`config.mk`:
```
export PLATFORM = sky130hd
export DESIGN_NAME = mem_controller
export DESIGN_NICKNAME = d
export VERILOG_FILES = /design/src/rtl/mem_controller.sv
export SDC_FILE = /design/constraint.sdc
export NUM_CORES = 1
export LEC_CHECK = 0
export ABC_CLOCK_PERIOD_IN_PS = 2780
export BUFFER_PORTS_ARGS = -buffer_cell sky130_fd_sc_hd__buf_2
export CORE_MARGIN = 2
export CORE_UTILIZATION = 56
export CTS_BUF_LIST = sky130_fd_sc_hd__clkbuf_8
export CTS_CLUSTER_SIZE = 10
export DETAILED_ROUTE_END_ITERATION = 6
export PLACE_DENSITY_LB_ADDON = 0.05
export SLEW_MARGIN = 30
export SYNTH_ARGS = -nofsm -noshare
export SYNTH_HDL_FRONTEND = slang
export SYNTH_SLANG_ARGS = --single-unit
```
`constraint.sdc`:
```
create_clock -name Sys_clk -period 2.78 [get_ports Sys_clk]
set_input_delay 0.278 -clock Sys_clk [delete_from_list [all_inputs] [get_ports Sys_clk]]
set_output_delay 0.278 -clock Sys_clk [all_outputs]
set_load 0.01 [all_outputs]
```
`src/rtl/mem_controller.sv`:
```
// mem_controller: byte-serial RAM arbiter between instruction fetch (IF)
// and load/store buffer (LSB); reads gather bytes little-endian.
// Ports: Sys_clk/Sys_rst (sync, active-high), Sys_rdy (freeze when low),
//   IFMC_* fetch request, MCIF_* fetch done/data, LSBMC_* load/store request,
//   MCLSB_* load/store done/data, RoBMC_pre_judge (0 = flush),
//   mem_din/mem_dout/mem_a/mem_wr RAM port, io_buffer_full UART FIFO full.
// Optional macro MC_IO_STALL_EN: hold I/O store bytes while io_buffer_full.
module mem_controller #(
  parameter int         ADDR_WIDTH = 32,
  parameter logic [1:0] IO_SEL     = 2'b11
) (
  input  logic                  Sys_clk,
  input  logic                  Sys_rst,
  input  logic                  Sys_rdy,
  input  logic                  IFMC_en,
  input  logic [ADDR_WIDTH-1:0] IFMC_addr,
  output logic                  MCIF_en,
  output logic [31:0]           MCIF_data,
  input  logic                  LSBMC_en,
  input  logic                  LSBMC_wr,
  input  logic [2:0]            LSBMC_data_width,
  input  logic [ADDR_WIDTH-1:0] LSBMC_addr,
  input  logic [31:0]           LSBMC_data,
  output logic                  MCLSB_r_en,
  output logic                  MCLSB_w_en,
  output logic [31:0]           MCLSB_data,
  input  logic                  RoBMC_pre_judge,
  input  logic [7:0]            mem_din,
  output logic [7:0]            mem_dout,
  output logic [ADDR_WIDTH-1:0] mem_a,
  output logic                  mem_wr,
  input  logic                  io_buffer_full
);

  typedef enum logic [1:0] {
    IDLE,
    READ,
    WRITE
  } state_t;

  state_t state_q, state_n;

  // last_q / cur_q: 1 = LSB, 0 = IF
  logic                  last_q, last_n;
  logic                  cur_q, cur_n;
  logic [ADDR_WIDTH-1:0] addr_q, addr_n;
  logic [2:0]            width_q, width_n;
  logic [2:0]            cnt_q, cnt_n;
  logic [31:0]           data_q, data_n;
  logic [31:0]           buf_q, buf_n;

  logic                  mcif_en_q, mcif_en_n;
  logic [31:0]           mcif_data_q, mcif_data_n;
  logic                  r_en_q, r_en_n;
  logic                  w_en_q, w_en_n;
  logic [31:0]           lsb_data_q, lsb_data_n;
  logic [ADDR_WIDTH-1:0] mem_a_q, mem_a_n;
  logic [7:0]            dout_q, dout_n;
  logic                  wr_q, wr_n;

  logic                  flush;
  logic                  if_req;
  logic                  lsb_win;
  logic [ADDR_WIDTH-1:0] byte_a;
  logic [1:0]            bidx;
  logic [31:0]           buf_m;
  logic [7:0]            wr_byte;
  logic                  io_stall;

  assign flush   = ~RoBMC_pre_judge;
  assign if_req  = IFMC_en & ~flush;
  // LSB wins a tie unless it was granted last
  assign lsb_win = LSBMC_en & (~if_req | ~last_q);
  assign byte_a  = addr_q + ADDR_WIDTH'(cnt_q);
  assign bidx    = 2'(cnt_q - 3'd1);
  assign wr_byte = data_q[{cnt_q[1:0], 3'b000} +: 8];

`ifdef MC_IO_STALL_EN
  assign io_stall = (byte_a[17:16] == IO_SEL) & io_buffer_full;
`else
  logic unused_io;
  assign unused_io = io_buffer_full;
  assign io_stall  = 1'b0;
`endif

  // mem_din holds the byte addressed in the previous cycle
  always_comb begin
    buf_m = buf_q;
    buf_m[{bidx, 3'b000} +: 8] = mem_din;
  end

  always_ff @(posedge Sys_clk) begin
    if (Sys_rst) begin
      state_q     <= IDLE;
      last_q      <= 1'b0;
      cur_q       <= 1'b0;
      addr_q      <= '0;
      width_q     <= '0;
      cnt_q       <= '0;
      data_q      <= '0;
      buf_q       <= '0;
      mcif_en_q   <= 1'b0;
      mcif_data_q <= '0;
      r_en_q      <= 1'b0;
      w_en_q      <= 1'b0;
      lsb_data_q  <= '0;
      mem_a_q     <= '0;
      dout_q      <= '0;
      wr_q        <= 1'b0;
    end else begin
      state_q     <= state_n;
      last_q      <= last_n;
      cur_q       <= cur_n;
      addr_q      <= addr_n;
      width_q     <= width_n;
      cnt_q       <= cnt_n;
      data_q      <= data_n;
      buf_q       <= buf_n;
      mcif_en_q   <= mcif_en_n;
      mcif_data_q <= mcif_data_n;
      r_en_q      <= r_en_n;
      w_en_q      <= w_en_n;
      lsb_data_q  <= lsb_data_n;
      mem_a_q     <= mem_a_n;
      dout_q      <= dout_n;
      wr_q        <= wr_n;
    end
  end

  always_comb begin
    state_n     = state_q;
    last_n      = last_q;
    cur_n       = cur_q;
    addr_n      = addr_q;
    width_n     = width_q;
    cnt_n       = cnt_q;
    data_n      = data_q;
    buf_n       = buf_q;
    mcif_en_n   = mcif_en_q;
    mcif_data_n = mcif_data_q;
    r_en_n      = r_en_q;
    w_en_n      = w_en_q;
    lsb_data_n  = lsb_data_q;
    mem_a_n     = mem_a_q;
    dout_n      = dout_q;
    wr_n        = wr_q;
    if (Sys_rdy) begin
      mcif_en_n = 1'b0;
      r_en_n    = 1'b0;
      w_en_n    = 1'b0;
      wr_n      = 1'b0;
      mem_a_n   = '0;
      unique case (state_q)
        IDLE: begin
          if (lsb_win) begin
            state_n = LSBMC_wr ? WRITE : READ;
            last_n  = 1'b1;
            cur_n   = 1'b1;
            addr_n  = LSBMC_addr;
            width_n = LSBMC_data_width;
            data_n  = LSBMC_data;
            cnt_n   = '0;
            buf_n   = '0;
          end else if (if_req) begin
            state_n = READ;
            last_n  = 1'b0;
            cur_n   = 1'b0;
            addr_n  = IFMC_addr;
            width_n = 3'd4;
            data_n  = '0;
            cnt_n   = '0;
            buf_n   = '0;
          end
        end
        READ: begin
          if (flush && !cur_q) begin
            // mispredicted fetch is dropped silently
            state_n = IDLE;
            cnt_n   = '0;
          end else begin
            if (cnt_q != 3'd0) buf_n = buf_m;
            if (cnt_q < width_q) begin
              mem_a_n = byte_a;
              cnt_n   = cnt_q + 3'd1;
            end else begin
              state_n = IDLE;
              cnt_n   = '0;
              if (cur_q) begin
                r_en_n     = 1'b1;
                lsb_data_n = buf_m;
              end else begin
                mcif_en_n   = 1'b1;
                mcif_data_n = buf_m;
              end
            end
          end
        end
        WRITE: begin
          if (cnt_q < width_q) begin
            if (!io_stall) begin
              wr_n    = 1'b1;
              mem_a_n = byte_a;
              dout_n  = wr_byte;
              cnt_n   = cnt_q + 3'd1;
            end
          end else begin
            state_n = IDLE;
            cnt_n   = '0;
            w_en_n  = 1'b1;
          end
        end
        default: state_n = IDLE;
      endcase
    end
  end

  assign MCIF_en    = mcif_en_q;
  assign MCIF_data  = mcif_data_q;
  assign MCLSB_r_en = r_en_q;
  assign MCLSB_w_en = w_en_q;
  assign MCLSB_data = lsb_data_q;
  assign mem_a      = mem_a_q;
  assign mem_dout   = dout_q;
  // a frozen cycle must not repeat the pending byte write
  assign mem_wr     = wr_q & Sys_rdy;

endmodule
```
# Word-level counts from Yosys, hierarchy flattened

Cells that the tools add are included.

Bits in registers: 213
Input port bits: 115
Output and inout bits: 108

Add/subtract/negate cells: 4
$lt $le $gt $ge: 1
Eq/ne operators: 5
Shift-type cells: 3
Multiplexer cells: 39
Bitwise logic cells: 9
Reduce and logical (&&, ||, !) cells: 14

Operators with widths:

| cell                                                                    | count |
|---|---|
| 32-bit 2-to-1 mux                                                       | 9 |
| 32-bit one-hot mux with 2 select lines                                  | 2 |
| 32-bit by 3-bit adder with 32-bit output                                | 1 |
| 32-bit bitwise mux                                                      | 1 |
| 8-bit by 7-bit variable shift with 32-bit output (first input constant) | 1 |
| 32-bit by 6-bit variable part select with 8-bit output                  | 1 |
| 8-bit by 7-bit variable part select with 32-bit output                  | 1 |
| 3-bit 2-to-1 mux                                                        | 6 |
| 5-bit AND reduction                                                     | 3 |
| 1-bit 2-to-1 mux                                                        | 14 |
| 2-bit 2-to-1 mux                                                        | 5 |
| 3-bit one-hot mux with 3 select lines                                   | 1 |
| 3-bit AND reduction                                                     | 3 |
| 5-bit negator with 7-bit output                                         | 1 |
| 2-bit one-hot mux with 3 select lines                                   | 1 |
| 3-bit nonzero test                                                      | 2 |
| 1-bit NOT                                                               | 5 |
| 2-bit inequality test (second input constant)                           | 2 |
| 2-bit nonzero test                                                      | 2 |
| 3-bit by 1-bit adder with 3-bit output (second input constant)          | 1 |
| 1-bit bitwise AND                                                       | 3 |
| 3-bit < comparator                                                      | 1 |
| 3-bit inequality test (second input constant)                           | 1 |
| 2-bit by 1-bit equality test with 1-bit output (second input constant)  | 1 |
| 7 further kinds                                                         | 7 |

# Longest topological paths before layout

Depth after elaboration: 7
Mapped depth: 9

# Worst setup path before layout

OpenSTA, ideal clock, no wires.

Path type: reg-to-reg
Start: register cnt_q[1]
End: register mem_a_q[30], in the netlist mem_a[30]
Arrival: 2.336 ns
Setup slack: 0.324 ns
Cell stages (with the launch flop): 10
Buffers on the path: 2
Period minus slack after synthesis: 2.456 ns
Cells stage by stage: dfxtp_1 > clkbuf_1 > inv_1 > fa_1 > nor2b_1 > o21ai_1 > buf_2 > nor4_2 > xnor2_1 > o21ai_1

Word-level cells in the longest chain between the ends: 4

RTL lines:

| item                                                                           | RTL line     | source |
|---|---|---|
| start, declared                                                                | 48           | `logic [2:0] cnt_q, cnt_n;` |
| start signal, assigned                                                         | 116          | `cnt_q <= cnt_n;` |
| 32-bit by 3-bit adder with 32-bit output or 3-bit < comparator (tied branches) | 74, 182, 199 |  |
| 32-bit 2-to-1 mux *                                                            | 199          | `if (cnt_q < width_q) begin` |
| 32-bit 2-to-1 mux                                                              | 176          | `if (flush && !cur_q) begin` |
| 32-bit one-hot mux with 2 select lines *                                       | 153          | `unique case (state_q)` |
| end signal, assigned                                                           | 124          | `mem_a_q <= mem_a_n;` |
| end, declared                                                                  | 57           | `logic [ADDR_WIDTH-1:0] mem_a_q, mem_a_n;` |

Mark *: on every way between the ends. The rest lies on a longest branch, timed or not.
A chain may end at the register's enable or synchronous reset.

# Worst setup path after layout

Start: register state_q[0]
End: register addr_q[6]

Word-level cells in the longest chain between the ends: 2

RTL lines:

| item                                 | RTL line | source |
|---|---|---|
| start, declared                      | 41       | `state_t state_q, state_n;` |
| start signal, assigned               | 111      | `state_q <= state_n;` |
| 2-bit zero test                      | 153      |  |
| 3-bit AND reduction (no source line) | -        |  |
| end signal, assigned                 | 114      | `addr_q <= addr_n;` |
| end, declared                        | 46       | `logic [ADDR_WIDTH-1:0] addr_q, addr_n;` |

No other way between the ends.

==> results.ini <==
[route]
dr.pass1.iters = 7
via_count = 8658
avgViaCountPerCell = 5.487
wl_per_cell_um = 16.12
routed_wl_um = 25430
drc = 0
drtIter0Drc = 675
ant_nets = 0

[layout]
final_cells = 1578
layout.nets = 1467
fin_util_pct = 73.09
n_fill_cell = 1309
syn2layout_area_growth_pct = 26.43
drive_gt1_share_pct = 24.60
n_antenna_cell = 0

[floorplan]
num_rows = 46
die_height_um = 132.5
die-area_um2 = 17560
ios = 223
initial_core_util_pct = 57.81
die_w_um = 132.5
coreArea_um2 = 16000

[global_routing]
grt_pass1_vias = 8426
grt_antenna_before_repair = 0
grt.overflow.total = 0
track_usage_pct = 28.48
grt_pass1_wl_um = 41640
grt_max_degree = 99

[pwr]
power_leakage_uw = 0.004900
p_switching_uw = 1690
peakVddDrop_uv = 419.5
p_per_area_nw_per_um2 = 586.8
power.share.clock_pct = 44.8
comb_power_share_pct = 8.6
sw_frac_of_total_pct = 24.63
p_seq_share_pct = 46.6
p_int_uw = 5173

[clock_network]
clkLatencyLatePin_ns = 0.53
cts.path.max_buffers = 3
cts.reportedPaths.clkPinSlew_ns = 0.07
cts_max_level = 2
cts_tree = yes
post_cts_buffers = 0
cts.sinks = 213
post_cts_resized = 0
numCtsBuffers = 37
clock_tree.root_cell = clkbuf_8

[synthesis]
ys_ff_latch = 213
ys.flop_type = dfxtp_1
ys_warn_count = 0
synthesis.area_um2 = 9250
ys_types = 56
synth_top_area_share_pct = 46.10
synth_area_leader_cell = dfxtp_1
syn_area_per_cell_um2 = 8.455
async_flop_share_pct = 0
synth_top_cells_by_area = dfxtp_1, nor2_1, nand2_1, mux2i_1, a311oi_1
synth_enable_flop_cells = 0
ys_seq_area_share_pct = 46.10
synth_cells = 1094
syn-num-nets = 1225

[timing]
finalSetupViolCount = 0
maxSlewHeadroom_pct = 50.36
period_share_pct = 86.78
hold_violations = 0
tightestPinTransition_ns = 0.7444
finalSetupTns_ns = 0
worst_clock_skew_ns = 0.02726
period_minus_slack_ns = 2.413
fmax_mhz = 414.5
rsz0062_at_grt = no
final-max-slew-violation-count = 0

[min_path]
hp-class = input port to flip-flop

[setup_path]
arrival_ns = 2.88
critPathLaunchType = flip-flop
crit_chain = inv_1 > ha_1 > nand2_1 > nor2_4 > buf_4 > nor2_1 > a311oi_1 > dlygate4sd3_1
cpPeakStageDelay_ns = 0.60
required_ns = 3.24
cp_slowest_cell = dlygate4sd3_1
critPathKind = flip-flop to flip-flop
worst-path-max-fanout = 64
end_kind = flip-flop

[place]
hpwl_um = 15840
place.gp.congestion = 0.7937
portBuffers = 221
placed_cells = 1474

[run]
maxCapViolations = 0

[status]
status = completed

-- per-layer routing --
layer  GRT usage, %  part of all wire (%)  up-vias  wire, um
met1          38.16                    44     4087     11290
li1               -                     -     4255         -
met3          6.284                   6.9       32      1745
met4          8.483                   1.7        0       420
met2          46.26                    47      284     11970
met5              0                     0        -         0
-- logic make-up (layout without fill, tap and decap cells) --
logic type / Yosys count / count (layout) / synth area share [%]
compound gates: 194 / 194 / 13.88
xor+xnor: 29 / 29 / 2.746
fa+ha+maj: 16 / 16 / 2.245
buf+inv: 111 / 379 / 5.072
flops: 213 / 213 / 46.10
mux: 48 / 48 / 6.276
simple gates: 483 / 483 / 23.68
-- final timing paths --
path / startpoint / to / slack, ns / cells past startpoint
worst max-delay path: state_q[0]$_SDFFE_PP0P_ / addr_q[6]$_SDFFE_PP0P_ / 0.37 / 8
worst min-delay path: LSBMC_addr[28] / addr_q[28]$_SDFFE_PP0P_ / 0.03 / 3
worst max register to register: state_q[0]$_SDFFE_PP0P_ / addr_q[6]$_SDFFE_PP0P_ / 0.37 / 8
worst min register to register: mem_a[15]$_SDFFE_PP0P_ / mem_a[15]$_SDFFE_PP0P_ / 0.44 / 2
-- cells in the final DEF, fill, tap and decap left out, types with 3 or more instances in the layout --
| cell | n |
|---|---|
| xnor2_1 | 26 |
| nor4_2 | 8 |
| nor2_1 | 181 |
| clkbuf_8 | 47 |
| and4_1 | 3 |
| dlygate4sd3_1 | 39 |
| nor3_1 | 42 |
| inv_1 | 39 |
| buf_2 | 220 |
| a21oi_1 | 54 |
| nand4_1 | 5 |
| xor2_1 | 3 |
| a22oi_1 | 35 |
| nand3_1 | 47 |
| nand2_1 | 162 |
| bufinv_16 | 3 |
| o211ai_1 | 3 |
| buf_4 | 20 |
| clkinv_2 | 5 |
| o21ai_1 | 22 |
| mux2i_1 | 40 |
| o21ai_0 | 17 |
| a211oi_1 | 3 |
| nor3_2 | 3 |
| ha_1 | 15 |
| and2_1 | 5 |
| and3_1 | 3 |
| a311oi_1 | 32 |
| dfxtp_1 | 213 |
| a22o_1 | 16 |
| mux4_2 | 8 |
-- sequential cells by signal, indices dropped and copies added, names as in the netlist, 2 cells and up --
name / count
cnt_q: 3
mem_dout: 8
state_q: 2
MCLSB_data: 32
MCIF_data: 32
mem_a: 32
data_q: 32
buf_q: 32
width_q: 3
addr_q: 32
-- timing repair --
item	CTS	global route
endpoints found under the hold margin	35	0
hold buffers	39	0
endpoints found under the setup margin	0	0
-- per-stage QoR --
stage                     setup slack (ns)  power (uW)  cell area, um2  hold slack, ns
after floorplan                     0.3244        3592            9250          0.4263
after global placement              0.4175        3790           10500          0.4309
after detailed placement            0.4710        3797           10500          0.4356
after CTS                           0.4308        6901           11700        0.001718
after global routing                0.1752        7127           11700         0.01944
final                               0.3675        6863           11700         0.02576
-- final cells by class --
class / count / area, um2 / area share, %
flip-flops and latches: 213 / 4264 / 36.46
clock inverters: 18 / 156.4 / 1.337
well taps: 216 / 270.3 / 2.311
clock buffers: 47 / 646.9 / 5.531
inverters: 32 / 120.1 / 1.027
repair buffers: 282 / 1693 / 14.48
multi-input cells: 770 / 4544 / 38.86
-- power groups by stage --
stage | Sequential [uW] | Clock, uW | Combinational, uW
after floorplan | 3240 | 0 | 348
after global placement | 3260 | 0 | 531
after detailed placement | 3260 | 0 | 535
after CTS | 3200 | 3120 | 582
after global routing | 3210 | 3270 | 651
final | 3200 | 3080 | 590
-- synth_stat cells (2+ instances only) --
master / count
xnor2_1: 26
o21ai_1: 24
mux2i_1: 40
buf_2: 18
nand3_1: 47
nand4_2: 2
inv_1: 30
nor4bb_1: 2
o21a_1: 2
a22oi_1: 35
a311oi_1: 32
nor4_2: 8
a211oi_1: 3
mux4_2: 8
nor3_1: 42
clkbuf_1: 52
and2_1: 5
and4_1: 3
nand3b_1: 2
nor3_2: 3
nor2b_1: 2
buf_1: 5
and3_1: 3
ha_1: 15
xor2_1: 3
a22o_1: 16
nor2_1: 182
a21oi_1: 54
buf_6: 4
nand4_1: 5
nand2_1: 162
a21o_1: 2
nand2b_1: 2
or2_2: 2
o21ai_0: 17
dfxtp_1: 213
o211ai_1: 3
inv_2: 2
-- worst max-delay path, delay by kind of cell, from the launching register on --
family	cells	cell delay, ns
buffers and inverters	3	1.19
AO/OA/AOI/OAI	1	0.29
flip-flops	1	0.34
AND/OR/NAND/NOR	3	0.31
adder cells (fa/ha/maj)	1	0.21
Note: power is estimated with default switching activity, not from simulation.
